**src/rtl/alu_pkg.sv**
```systemverilog
// alu_pkg
//   Shared definitions for the ALU issue path and the ALU itself:
//   ALU control codes, the major opcodes the issue stage decodes,
//   skid-buffer occupancy values, the packed issue-entry struct and
//   small decode helpers.
//   No ports (package).
package alu_pkg;

  localparam int ALU_XLEN = 32;

  // ALU control codes
  localparam logic [3:0] ALU_AND  = 4'b0000;
  localparam logic [3:0] ALU_OR   = 4'b0001;
  localparam logic [3:0] ALU_ADD  = 4'b0010;
  localparam logic [3:0] ALU_SLT  = 4'b0011;
  localparam logic [3:0] ALU_SRL  = 4'b0100;
  localparam logic [3:0] ALU_SLL  = 4'b0101;
  localparam logic [3:0] ALU_SUB  = 4'b0110;
  localparam logic [3:0] ALU_SLTU = 4'b0111;
  localparam logic [3:0] ALU_SRA  = 4'b1000;
  localparam logic [3:0] ALU_XOR  = 4'b1100;

  // Major opcodes (instruction[6:0])
  localparam logic [6:0] OP_R      = 7'b0110011;
  localparam logic [6:0] OP_I      = 7'b0010011;
  localparam logic [6:0] OP_LOAD   = 7'b0000011;
  localparam logic [6:0] OP_STORE  = 7'b0100011;
  localparam logic [6:0] OP_BRANCH = 7'b1100011;
  localparam logic [6:0] OP_LUI    = 7'b0110111;

  // funct7 values accepted on R-type
  localparam logic [6:0] F7_BASE = 7'b0000000;
  localparam logic [6:0] F7_ALT  = 7'b0100000;

  // Skid-buffer occupancy
  localparam logic [1:0] CNT_EMPTY = 2'd0;
  localparam logic [1:0] CNT_ONE   = 2'd1;
  localparam logic [1:0] CNT_FULL  = 2'd2;

  typedef struct packed {
    logic [3:0]          ctrl;
    logic [ALU_XLEN-1:0] inp1;
    logic [ALU_XLEN-1:0] inp2;
    logic [4:0]          rd;
    logic                illegal;
  } alu_entry_t;

  // Shared R/I funct3 map. alt selects SUB on 000 and SRA on 101.
  function automatic logic [3:0] funct3_op(input logic [2:0] f3, input logic alt);
    logic [3:0] op;
    case (f3)
      3'b000:  op = alt ? ALU_SUB : ALU_ADD;
      3'b001:  op = ALU_SLL;
      3'b010:  op = ALU_SLT;
      3'b011:  op = ALU_SLTU;
      3'b100:  op = ALU_XOR;
      3'b101:  op = alt ? ALU_SRA : ALU_SRL;
      3'b110:  op = ALU_OR;
      default: op = ALU_AND;
    endcase
    return op;
  endfunction

  function automatic logic is_shift(input logic [3:0] op);
    return (op == ALU_SLL) || (op == ALU_SRL) || (op == ALU_SRA);
  endfunction

endpackage

```
**src/rtl/alu_decode.sv**
```systemverilog
// alu_decode
//   Purely combinational decode of one instruction packet into an ALU
//   issue entry (control code, two operands, destination tag, illegal).
//   Ports:
//     opcode, funct3, funct7  in   decoded instruction fields
//     rs1_data, rs2_data      in   register operands
//     imm                     in   sign-extended I/S/B or shifted U immediate
//     rd_in                   in   destination tag
//     entry                   out  decoded issue entry
module alu_decode
  import alu_pkg::*;
#(
  parameter int XLEN = 32
) (
  input  logic [6:0]      opcode,
  input  logic [2:0]      funct3,
  input  logic [6:0]      funct7,
  input  logic [XLEN-1:0] rs1_data,
  input  logic [XLEN-1:0] rs2_data,
  input  logic [XLEN-1:0] imm,
  input  logic [4:0]      rd_in,
  output alu_entry_t      entry
);

  logic [3:0]      op;
  logic [XLEN-1:0] src_a;
  logic [XLEN-1:0] src_b;
  logic            bad;

  always_comb begin
    op    = ALU_ADD;
    src_a = rs1_data;
    src_b = rs2_data;
    bad   = 1'b0;
    case (opcode)
      OP_R: begin
        if ((funct7 != F7_BASE) && (funct7 != F7_ALT)) bad = 1'b1;
        else                                          op  = funct3_op(funct3, funct7[5]);
      end
      OP_I: begin
        src_b = imm;
        // funct7[5] is the arithmetic-shift flag only for SRLI/SRAI;
        // on ADDI it is just an immediate bit and must not select SUB.
        op    = funct3_op(funct3, (funct3 == 3'b101) && funct7[5]);
      end
      OP_LOAD, OP_STORE: begin
        src_b = imm;
        op    = ALU_ADD;
      end
      OP_BRANCH: begin
        case (funct3[2:1])
          2'b00:   op  = ALU_SUB;
          2'b10:   op  = ALU_SLT;
          2'b11:   op  = ALU_SLTU;
          default: bad = 1'b1;
        endcase
      end
      OP_LUI: begin
        src_a = '0;
        src_b = imm;
        op    = ALU_ADD;
      end
      default: bad = 1'b1;
    endcase
  end

  always_comb begin
    entry.rd = rd_in;
    if (bad) begin
      entry.ctrl    = ALU_AND;
      entry.inp1    = '0;
      entry.inp2    = '0;
      entry.illegal = 1'b1;
    end else begin
      entry.ctrl    = op;
      entry.inp1    = src_a;
      // The ALU shifts by its whole second operand, so only the 5-bit
      // shift amount may survive.
      entry.inp2    = is_shift(op) ? {{(XLEN-5){1'b0}}, src_b[4:0]} : src_b;
      entry.illegal = 1'b0;
    end
  end

endmodule

```
**src/rtl/alu_issue.sv**
```systemverilog
// alu_issue
//   Registered ALU issue stage. Decodes an instruction packet and holds
//   up to two decoded entries in a FIFO skid buffer so the ALU side can
//   stall without losing work. Outputs come straight from the head
//   register; in_ready is registered and independent of out_ready.
//   Ports:
//     clk, reset (sync, active-high), flush (sync)
//     in_valid/in_ready        upstream handshake
//     opcode, funct3, funct7, rs1_data, rs2_data, imm, rd_in   packet
//     out_valid/out_ready      downstream handshake
//     ALU_control, inp1, inp2, rd_out, illegal                 head entry
module alu_issue
  import alu_pkg::*;
#(
  parameter int XLEN = 32
) (
  input  logic            clk,
  input  logic            reset,
  input  logic            flush,
  input  logic            in_valid,
  output logic            in_ready,
  input  logic [6:0]      opcode,
  input  logic [2:0]      funct3,
  input  logic [6:0]      funct7,
  input  logic [XLEN-1:0] rs1_data,
  input  logic [XLEN-1:0] rs2_data,
  input  logic [XLEN-1:0] imm,
  input  logic [4:0]      rd_in,
  output logic            out_valid,
  input  logic            out_ready,
  output logic [3:0]      ALU_control,
  output logic [XLEN-1:0] inp1,
  output logic [XLEN-1:0] inp2,
  output logic [4:0]      rd_out,
  output logic            illegal
);

  alu_entry_t dec_p0;
  alu_entry_t head_p1;
  alu_entry_t tail_p1;
  logic [1:0] count;
  logic [1:0] count_nxt;
  logic       push;
  logic       pop;

  alu_decode #(.XLEN(XLEN)) u_decode (
    .opcode   (opcode),
    .funct3   (funct3),
    .funct7   (funct7),
    .rs1_data (rs1_data),
    .rs2_data (rs2_data),
    .imm      (imm),
    .rd_in    (rd_in),
    .entry    (dec_p0)
  );

  assign out_valid = (count != CNT_EMPTY);
  assign push      = in_valid && in_ready;
  assign pop       = out_valid && out_ready;

  always_comb begin
    count_nxt = count;
    case (count)
      CNT_EMPTY: if (push)         count_nxt = CNT_ONE;
      CNT_ONE: begin
        if (push && !pop)          count_nxt = CNT_FULL;
        else if (pop && !push)     count_nxt = CNT_EMPTY;
      end
      CNT_FULL:  if (pop)          count_nxt = CNT_ONE;
      default:                     count_nxt = CNT_EMPTY;
    endcase
  end

  // ---- decode -> skid buffer registers ----
  always_ff @(posedge clk) begin
    if (reset) begin
      count    <= CNT_EMPTY;
      in_ready <= 1'b1;
      head_p1  <= '0;
      tail_p1  <= '0;
    end else if (flush) begin
      // Any push this cycle is dropped; data registers are left as-is
      // because out_valid is low.
      count    <= CNT_EMPTY;
      in_ready <= 1'b1;
    end else begin
      count    <= count_nxt;
      in_ready <= (count_nxt != CNT_FULL);
      case (count)
        CNT_EMPTY: if (push) head_p1 <= dec_p0;
        CNT_ONE: begin
          if (push && pop)   head_p1 <= dec_p0;
          else if (push)     tail_p1 <= dec_p0;
        end
        CNT_FULL:  if (pop)  head_p1 <= tail_p1;
        default: ;
      endcase
    end
  end

  assign ALU_control = head_p1.ctrl;
  assign inp1        = head_p1.inp1;
  assign inp2        = head_p1.inp2;
  assign rd_out      = head_p1.rd;
  assign illegal     = head_p1.illegal;

endmodule

```
**config.mk**
```make
export PLATFORM = sky130hd
export DESIGN_NAME = alu_issue
export DESIGN_NICKNAME = d
export VERILOG_FILES = /design/src/rtl/alu_pkg.sv /design/src/rtl/alu_decode.sv /design/src/rtl/alu_issue.sv
export SDC_FILE = /design/constraint.sdc
export NUM_CORES = 1
export LEC_CHECK = 0
export BUFFER_PORTS_ARGS = -buffer_cell sky130_fd_sc_hd__clkbuf_2
export CAP_MARGIN = 20
export CORE_MARGIN = 2
export CORE_UTILIZATION = 38
export CTS_CLUSTER_SIZE = 8
export DETAILED_ROUTE_END_ITERATION = 7
export SYNTH_ARGS = -nofsm -noshare
export SYNTH_HDL_FRONTEND = slang
export SYNTH_SLANG_ARGS = --single-unit
export TNS_END_PERCENT = 5
```
**constraint.sdc**
```tcl
create_clock -name clk -period 2.9 [get_ports clk]
set_input_delay 0.145 -clock clk [delete_from_list [all_inputs] [get_ports clk]]
set_output_delay 0.145 -clock clk [all_outputs]
set_load 0.05 [all_outputs]
```
; After elaboration in Yosys (flattened, before gate mapping)
; Cells that the tools add are included.
[totals]
ff_bits = 151
elab_cells = 86
[classes]
n_eq_ne = 24
n_mux = 26
n_bitwise = 2
reduce_logical = 22
[ops]
columns = op, count
row1 = 74-bit two-way mux, 3
row2 = 74-bit case mux with 3 select lines, 1
row3 = 32-bit two-way mux, 3
row4 = 68-bit two-way mux, 1
row5 = 4-bit case mux with 7 select lines, 2
row6 = "7-bit by 6-bit equality test with 1-bit output, second input constant", 3
row7 = 4-bit two-way mux, 3
row8 = 4-bit case mux with 3 select lines, 1
row9 = "3-bit equality test, second input constant", 3
row10 = 3-bit case mux with 3 select lines, 1
row11 = "4-bit by 3-bit equality test with 1-bit output, second input constant", 2
row12 = 2-bit two-way mux, 4
row13 = "2-bit inequality test, second input constant", 4
row14 = "7-bit by 2-bit equality test with 1-bit output, second input constant", 1
row15 = "7-bit by 5-bit equality test with 1-bit output, second input constant", 1
row16 = "7-bit equality test, second input constant", 1
row17 = 1-bit logical AND, 7
row18 = "7-bit by 6-bit inequality test with 1-bit output, second input constant", 1
row19 = 7-bit nonzero test, 1
row20 = "2-bit equality test, second input constant", 3
row21 = "3-bit by 2-bit equality test with 1-bit output, second input constant", 2
row22 = 3-bit two-way mux, 2
row23 = 2-bit case mux with 3 select lines, 1
row24 = 5-bit AND reduction, 1
row25 = 16 further kinds, 22

; Logic depth before layout (Yosys ltp)
; Gate-level depths: netlist of the first run.
[depth]
word_depth = 12
depth_mapped = 11

; Cells and area by module
; Synthesis of the first run repeated with hierarchy kept, for this count alone.
[hier_totals]
hier_cells = 834
hier_area_um2 = 7099.3
[modules_own_cells]
columns = module, instances, cells_each, area_each_um2, seq_area_each_um2
row1 = alu_issue, 1, 669, 5901.9, 3022.9
row2 = alu_decode, 1, 165, 1197.4, 0.0

; Least setup slack after synthesis of the first run
; No wires, ideal clock.
[synth_path]
path_type = in2reg
from = in funct3[2]
to = reg head_p1 (netlist bit inp2[30])
arrival_ps = 2124
required_time_ps = 2814
path_slack_ps = 691
stages = 11
n_path_buf = 3
path_cell_list = clkbuf_1 > inv_1 > ha_1 > or4b_1 > o22ai_1 > o211ai_1 > buf_2 > buf_2 > nor2_1 > nand3_1 > a211oi_1
[synth_via]
elab_chain_len = 12
word_cells_on_any_way = 31
cone_classes = eq/ne: 11 / mux: 14 / reduce/logical: 6
[synth_lines]
columns = element, line
row1 = from (decl), alu_issue.sv:23  ; input logic [2:0] funct3,
row2 = 3-bit equality test, "alu_pkg.sv:51, alu_decode.sv:44"
row3 = 1-bit logical AND, alu_decode.sv:44  ; op = funct3_op(funct3, (funct3 == 3'b101) && funct7[5]);
row4 = 4-bit two-way mux / 3-bit two-way mux (equally long branches), "alu_pkg.sv:57, alu_pkg.sv:52"
row5 = 4-bit case mux with 7 select lines, alu_pkg.sv:51  ; case (f3)
row6 = 4-bit case mux with 3 select lines, alu_decode.sv:35  ; case (opcode)
row7 = 4-bit by 3-bit equality test with 1-bit output, alu_pkg.sv:65  ; return (op == ALU_SLL) || (op == ALU_SRL) || (op == ALU_SRA);
row8 = 1-bit logical OR (2 in series), alu_pkg.sv:65
row9 = 32-bit two-way mux, alu_decode.sv:79  ; entry.inp2 = is_shift(op) ? {{(XLEN-5){1'b0}}, src_b[4:0]} : src_b;
row10 = 68-bit two-way mux (*), alu_decode.sv:69  ; if (bad) begin
row11 = 74-bit two-way mux (on tied branches), "alu_issue.sv:92, alu_issue.sv:90"
row12 = 74-bit case mux with 3 select lines (*), alu_issue.sv:89  ; case (count)
row13 = to (signal assigned), alu_issue.sv:90  ; CNT_EMPTY: if (push) head_p1 <= dec_p0;
row14 = to (signal assigned), alu_issue.sv:92  ; if (push && pop) head_p1 <= dec_p0;
row15 = to (signal assigned), alu_issue.sv:95  ; CNT_FULL: if (pop) head_p1 <= tail_p1;
row16 = to (decl), alu_issue.sv:39  ; alu_entry_t head_p1;
; Every way passes the cells marked *; elsewhere a longest branch is shown, timed or not. The select of a mux whose other input is x is not followed.
; A chain may end at the register's enable or synchronous reset.

; Final worst setup path of the first run
[layout_path]
from = reg count[0]
to = reg head_p1 (netlist bit inp2[1])
[layout_via]
elab_chain_len = 5
word_cells_on_any_way = 12
cone_classes = eq/ne: 5 / mux: 1 / reduce/logical: 6
[layout_lines]
columns = element, line
row1 = from (decl), alu_issue.sv:41  ; logic [1:0] count;
row2 = from (signal assigned), alu_issue.sv:87  ; count <= count_nxt;
row3 = 2-bit nonzero test, alu_issue.sv:57  ; assign out_valid = (count != CNT_EMPTY);
row4 = 1-bit logical AND, alu_issue.sv:59  ; assign pop = out_valid && out_ready;
row5 = 1-bit logical AND, alu_issue.sv:92
row6 = 2-bit inequality test (no line), --
row7 = 5-bit AND reduction (no line), --
; Parallel ways exist; a longest one is shown, timed or not.

==> results of run 1 <==
## worst max-delay path: stages (launching register included)
cell and delay (ps):
dfxtp_1 490, nor2b_1 220, nor3_1 110, o21bai_4 470, buf_12 330, a21oi_1 70
a211oi_1 270
## cells by family after synthesis
family          Yosys count  synth area share
compound gates          201             0.212
fa+ha+maj                 4           0.00770
buf+inv                  75            0.0462
flops                   151             0.465
mux                      34            0.0524
simple gates            321             0.217
## cells in the final DEF (no fill, tap or decap), types with 3 or more instances in the layout
cell,Yosys,routed
nand3_1,27,27
o21ai_0,9,9
clkbuf_2,0,197
clkbuf_16,0,17
nand2b_1,3,3
a211oi_1,34,34
dlygate4sd3_1,0,42
dfxtp_1,151,151
a311oi_1,6,6
clkinvlp_4,0,5
clkbuf_8,0,3
nor3_1,39,39
a221oi_1,33,33
buf_12,0,3
ha_1,4,4
a21oi_1,52,52
buf_4,0,19
inv_1,7,7
o21ai_1,21,21
mux2i_1,34,34
a22oi_1,33,33
nor2_1,152,150
o211ai_1,3,3
nand2_1,78,77
## final timing paths
check,slack (ps),cells after the start,to,from
worst max-delay path,830,6,inp2[1],count[0]
worst max register to register,830,6,inp2[1],count[0]
worst min register to register,450,2,tail_p1[27],tail_p1[27]
worst min-delay path,20,3,tail_p1[26],rs2_data[20]
## per-layer routing
layer / share of wire / GRT usage
met5: 0 / 0
met1: 0.45 / 0.274
met3: 0.052 / 0.0465
met2: 0.48 / 0.348
met4: 0.017 / 0.0713
## registers in the layout, indices dropped and copies added, names as in the netlist
| register | flops |
|---|---|
| in_ready | 1 |
| ALU_control | 4 |
| count | 2 |
| rd_out | 5 |
| inp2 | 32 |
| illegal | 1 |
| tail_p1 | 74 |
| inp1 | 32 |
## per-stage QoR
step | cell area, sq um | hold WS [ps] | utilization
final | 8750 | 18.1 | 0.526
after global routing | 8750 | 9.89 | 0.526
after CTS | 8750 | 0.421 | 0.526
after detailed placement | 7740 | 392 | 0.465
after global placement | 7740 | 391 | 0.465
after floorplan | 6500 | 222 | -
## timing repair
action / CTS / global route
hold endpoints to repair: 47 / 0
hold buffers: 42 / 0
endpoints found under the setup margin: 0 / 0
## power by group through the flow
stage                     registers, mW  clock network (mW)  logic, mW
after floorplan                    2.45                   0      0.248
after global placement             2.23                   0      0.718
after detailed placement           2.23                   0      0.721
after CTS                          2.19                2.26      0.769
after global routing               2.19                2.33      0.825
final                              2.19                2.20      0.764
## final cells by class
class | instances | share of cell area
Inverter | 7 | 0.00300
Sequential cell | 151 | 0.345
Tap cell | 220 | 0.0315
Clock buffer | 22 | 0.0542
Multi-Input combinational cell | 560 | 0.368
Clock inverter | 10 | 0.0137
Timing Repair Buffer | 261 | 0.184
## synth_stat cells, drive strengths merged (2+ instances only)
cell,count
nor2,152
nand3b,2
a221oi,33
nand2,78
a22oi,33
a311oi,6
nand3,29
nor3,40
a211oi,34
and3b,2
clkbuf,50
a21oi,52
buf,18
o21ai,30
mux2i,34
o211ai,3
nor4,4
dfxtp,151
ha,4
nand2b,3
nor2b,2
inv,7
o32a,2
==> key figures, run 1 <==
Setup path
  – Worst-path fanout max: 50
  – Startpoint class of the critical path: register
  – Endpoint type of the worst setup path: register
  – Worst Path Required: 3220 ps
  – CP arrival: roughly 2400 ps
  – CP Class: register to register

Floorplanning
  – Die Height: about 130 um
  – Core ar.: about 0.017 sq mm
  – Width of the chip: 135 um
  – Num ports: ~200
  – Core Rows: 47
  – Die area: approximately 0.018 sq mm
  – Initial Util: 0.391

CTS
  – CTS Buffer Depth: 2
  – Reg clk slew, reported paths: 60 ps
  – Setup Buffers After CTS: 0
  – CTS sink cnt: 151
  – Clock latency at the later pin of the worst-skew pair: between 400 and 500 ps
  – Number of buffers created by CTS: 17
  – H-Tree Depth: 4
  – CTS tree: done
  – Root buffer cell: clkbuf_16
  – Post-CTS Resized: 0

Global routing
  – Pin count of the biggest net entering global routing: just under 80
  – Initial antenna violation count: 0
  – GRT Total Usage: 0.211
  – Global-route wire length before repair: 30.9 mm
  – Total gr overflow: 0
  – Vias in the first global route: 6146

Flow run
  – Number of max-cap violations: 0

Power
  – Static leakage: approximately 3.5 nW
  – Clock Power Share: 0.427
  – Pwr Total: ~5.2 mW
  – Sw Pwr: 1.42 mW
  – Int Pwr: between 3 and 4 mW
  – Sequential share of power: 0.424
  – Worst vdd ir: around 0.41 mV
  – Power per cell area: 589 mW/mm^2
  – Power share of the combinational group: 0.148
  – Net Sw Frac: 0.275

Placement
  – Place WS: about 480 ps
  – Placed Instances: 1157
  – RD Place Congestion: around 0.8
  – PortBufs: approximately 200
  – DP HPWL: between 10 and 15 mm

Synthesis
  – Top FF cell, synth: dfxtp_1
  – Largest area contributor in the netlist: dfxtp_1
  – Post-synth EDFFs: 0
  – Cell Area, Synth: ~0.0065 sq mm
  – Post-synth top area share: 0.465
  – FF+latch count, synth: ~150
  – Largest cells by area after synthesis: dfxtp_1 (47%), nor2_1 (8.8%), mux2i_1 (5.2%)
  – Syn_nets: about 910
  – Avg Cell Area, Syn: 8.27 sq um
  – Yosys warns: 0
  – Synth cell types: 46
  – Fraction of registers with async set/reset: 0
  – Syn Inst Count: about 790
  – Post-synthesis sequential area ratio: 0.465

Detailed routing
  – DRT Pass-1 Iters: 5
  – Drt initial violations: ~360
  – Post-Route WL: about 19 mm
  – Post-route ant nets: 0
  – DRC: 0
  – Drt via density: approximately 5.2
  – Avg WL per Cell: between 15 and 20 um
  – Via count: roughly 6400

STA
  – Worst-margin pin slew: around 860 ps
  – Unrepaired setup endpoints after global routing: no
  – Worst Clk Skew: between 8 and 9 ps
  – Final Worst Setup Slack: roughly 830 ps
  – Period utilization: 0.714
  – Slew headroom: 0.424
  – Max Clk Rate: ~480 MHz
  – Final slew viol count: 0
  – Min Tclk post-route: 2070 ps
  – Endpoints failing hold: 0
  – Setup TNS Final: 0 ps
  – Final setup viols: 0

Final layout
  – Non-filler instance count after layout: between 1000 and 1500
  – Register area: about 0.003 sq mm
  – FILL cells: between 1500 and 2000
  – Area grow syn2layout: 34.6%
  – Area of the multi-input gates: 0.00322 sq mm
  – Ratio of cells with drive above 1 in the final layout: 0.260
  – Antenna Cells: 0
  – Nets: roughly 1100

Status
  – Status: finished clean

Worst hold path
  – Worst hold path type: input port to register
Note: power is estimated with default switching activity, not from simulation.
==> run 2: changes to the inputs <==
clock period = 2.1 ns   (was 2.9 ns; I/O delays follow)
==> key figures, run 2 (synthesis gave the netlist of run 1 again) <==
Global routing
  – Global-route wire length before repair: 31.3 mm (was 30.9 mm)
  – GRT Total Usage: 0.214 (was 0.211)
  – Total gr overflow: 0 (unchanged)
  – Vias in the first global route: 6398 (was 6146)
  – Pin count of the biggest net entering global routing: 69 (was 77)
  – Initial antenna violation count: 0 (unchanged)

Final layout
  – Antenna Cells: 0 (unchanged)
  – Fin util: 0.559 (was 0.526)
  – Biggest register: tail_p1 (unchanged)
  – Commonest non-fill, non-tap cell in the layout: clkbuf_2 (unchanged)
  – FILL cells: 1564 (was 1592)
  – Max FFs per register: 74 (unchanged)
  – Ratio of cells with drive above 1 in the final layout: 0.262 (was 0.260)
  – Nets: 1170 (was 1125)
  – Leading cell types in the layout, fill and taps excluded: clkbuf_2 (197), dfxtp_1 (151), nor2_1 (150) (unchanged)
  – Final Cell Area: 0.00930 sq mm (was 0.00875 sq mm)
  – Area grow syn2layout: 43.1% (was 34.6%)

Floorplanning
  – Num ports: 199 (unchanged)
  – Die area: 0.0182 sq mm (unchanged)
  – Core ar.: 0.0166 sq mm (unchanged)
  – Core Rows: 47 (unchanged)
  – Width of the chip: 135 um (unchanged)
  – Initial Util: 0.391 (unchanged)
  – Die Height: 135 um (unchanged)

Setup path
  – Crit path largest cell delay: 460 ps (was 490 ps)
  – Endpoint type of the worst setup path: register (unchanged)
  – Internal reg-to-reg setup slack: 230 ps (was 830 ps)
  – Startpoint class of the critical path: register (unchanged)
  – Worst Path Required: 2420 ps (was 3220 ps)
  – Worst-path fanout max: 21 (was 50)
  – CP Class: register to register (unchanged)
  – Slowest cell on the critical path: nor3_1 (was dfxtp_1)
  – CP cell instances: nand2_1 > nor3_1 > o21ba_4 > buf_4 > nor2_1 > a311oi_1 (was nor2b_1 > nor3_1 > o21bai_4 > buf_12 > a21oi_1 > a211oi_1)
  – CP arrival: 2190 ps (was 2390 ps)

Placement
  – RD Place Congestion: 0.813 (was 0.796)
  – DP HPWL: 11.9 mm (was 12.1 mm)
  – Place WS: -90.7 ps (was 480 ps)
  – Area after DPL: 0.00795 sq mm (was 0.00774 sq mm)
  – PortBufs: 198 (unchanged)

STA
  – Worst Clk Skew: 6.84 ps (was 8.26 ps)
  – Unrepaired setup endpoints after global routing: no (unchanged)
  – Endpoints failing hold: 0 (unchanged)
  – Max Clk Rate: 535 MHz (was 483 MHz)
  – Slew headroom: 0.674 (was 0.424)
  – Min Tclk post-route: 1870 ps (was 2070 ps)
  – Period utilization: 0.891 (was 0.714)
  – Final Worst Setup Slack: 230 ps (was 829 ps)
  – Final setup viols: 0 (unchanged)
  – Final slew viol count: 0 (unchanged)
  – Worst-margin pin slew: 485 ps (was 863 ps)

Status
  – Status: finished clean (unchanged)

Flow run
  – Number of max-cap violations: 0 (unchanged)

CTS
  – Clock latency at the later pin of the worst-skew pair: 410 ps (was 420 ps)
  – CTS sink cnt: 151 (unchanged)
  – Reg clk slew, reported paths: 60 ps (about the same)
  – Root buffer cell: clkbuf_16 (unchanged)
  – CTS Buffer Depth: 2 (unchanged)
  – Post-CTS Resized: 0 (unchanged)
  – H-Tree Depth: 4 (unchanged)
  – Number of buffers created by CTS: 17 (unchanged)
  – CTS tree: done (unchanged)

Detailed routing
  – Avg WL per Cell: 14.8 um (was 15.3 um)
  – Drt initial violations: 428 (was 359)
  – Post-Route WL: 18.9 mm (was 18.8 mm)
  – DRC: 0 (unchanged)
  – Via count: 6570 (was 6399)
  – Post-route ant nets: 0 (unchanged)
  – Drt via density: 5.15 (was 5.20)
  – DRT Pass-1 Iters: 5 (unchanged)

Worst hold path
  – Worst hold path type: input port to register (unchanged)

Power
  – Pwr Total: 7.17 mW (was 5.15 mW)
  – Power per cell area: 771 mW/mm^2 (was 589 mW/mm^2)
  – Static leakage: 3.77 nW (was 3.52 nW)
  – Worst vdd ir: 0.545 mV (was 0.406 mV)
==> run 2: cell count changes in the layout (fill, tap and decap cells not counted), sizes merged <==
| cell | before | now |
|---|---|---|
| clkbuf | 219 | 220 |
| clkinvlp | 5 | 2 |
| clkinv | 2 | 5 |
| bufinv | 2 | 1 |
| dlygate4sd3 | 42 | 75 |
| buf | 22 | 34 |
==> run 2: timing repair <==
action,4_1_cts,5_1_grt
buffers inserted,0,0
hold buffers,75,0
endpoints found under the hold margin,63,0
==> run 2: report_power, final <==
group	total, mW	switching, mW	leakage, nW	internal [mW]
logic	1.13	0.718	2.25	0.415
clock network	3.02	1.20	0.292	1.83
registers	3.02	0.0554	1.23	2.96
total	7.17	1.97	3.77	5.20
==> run 2: cell type report <==
class / instances / area, sq um / area share
Multi-Input combinational cell: 560 / 3220 / 0.347
Sequential cell: 151 / 3020 / 0.325
Timing Repair Buffer: 306 / 2150 / 0.232
Clock buffer: 23 / 508 / 0.0546
Tap cell: 220 / 275 / 0.0296
Clock inverter: 9 / 90.1 / 0.00969
Inverter: 7 / 26.3 / 0.00282
==> run 2: worst paths after layout <==
kind | startpoint | to | depth (start not counted)
worst max-delay path | in_ready | rd_out[2] | 6
worst min register to register | tail_p1[28] | tail_p1[28] | 2
worst max register to register | in_ready | rd_out[2] | 6
worst min-delay path | rs2_data[26] | tail_p1[32] | 3
==> run 2: metrics by stage <==
step                      TNS (ps)  hold slack (ps)  cells
after floorplan              -2190              182    786
after global placement       -1730              351   1169
after CTS                        0             3.01   1276
after detailed placement     -3510              354   1169
after global routing             0             19.1   1276
final                            0             15.3   1276
==> run 2: worst max-delay path, delay by kind of cell, from the launching register on <==
family,cells,cell delay (ps)
AND/OR/NAND/NOR,3,680
flip-flops,1,340
AO/OA/AOI/OAI,2,490
buffers and inverters,1,250
==> run 2: routing by layer <==
layer,routed length (um),part of all wire,GRT usage,up-vias
li1,-,-,-,3325
met2,8990,0.48,0.355,193
met4,309,0.016,0.0825,0
met1,8620,0.46,0.276,3032
met5,0,0,0,-
met3,977,0.052,0.0420,20
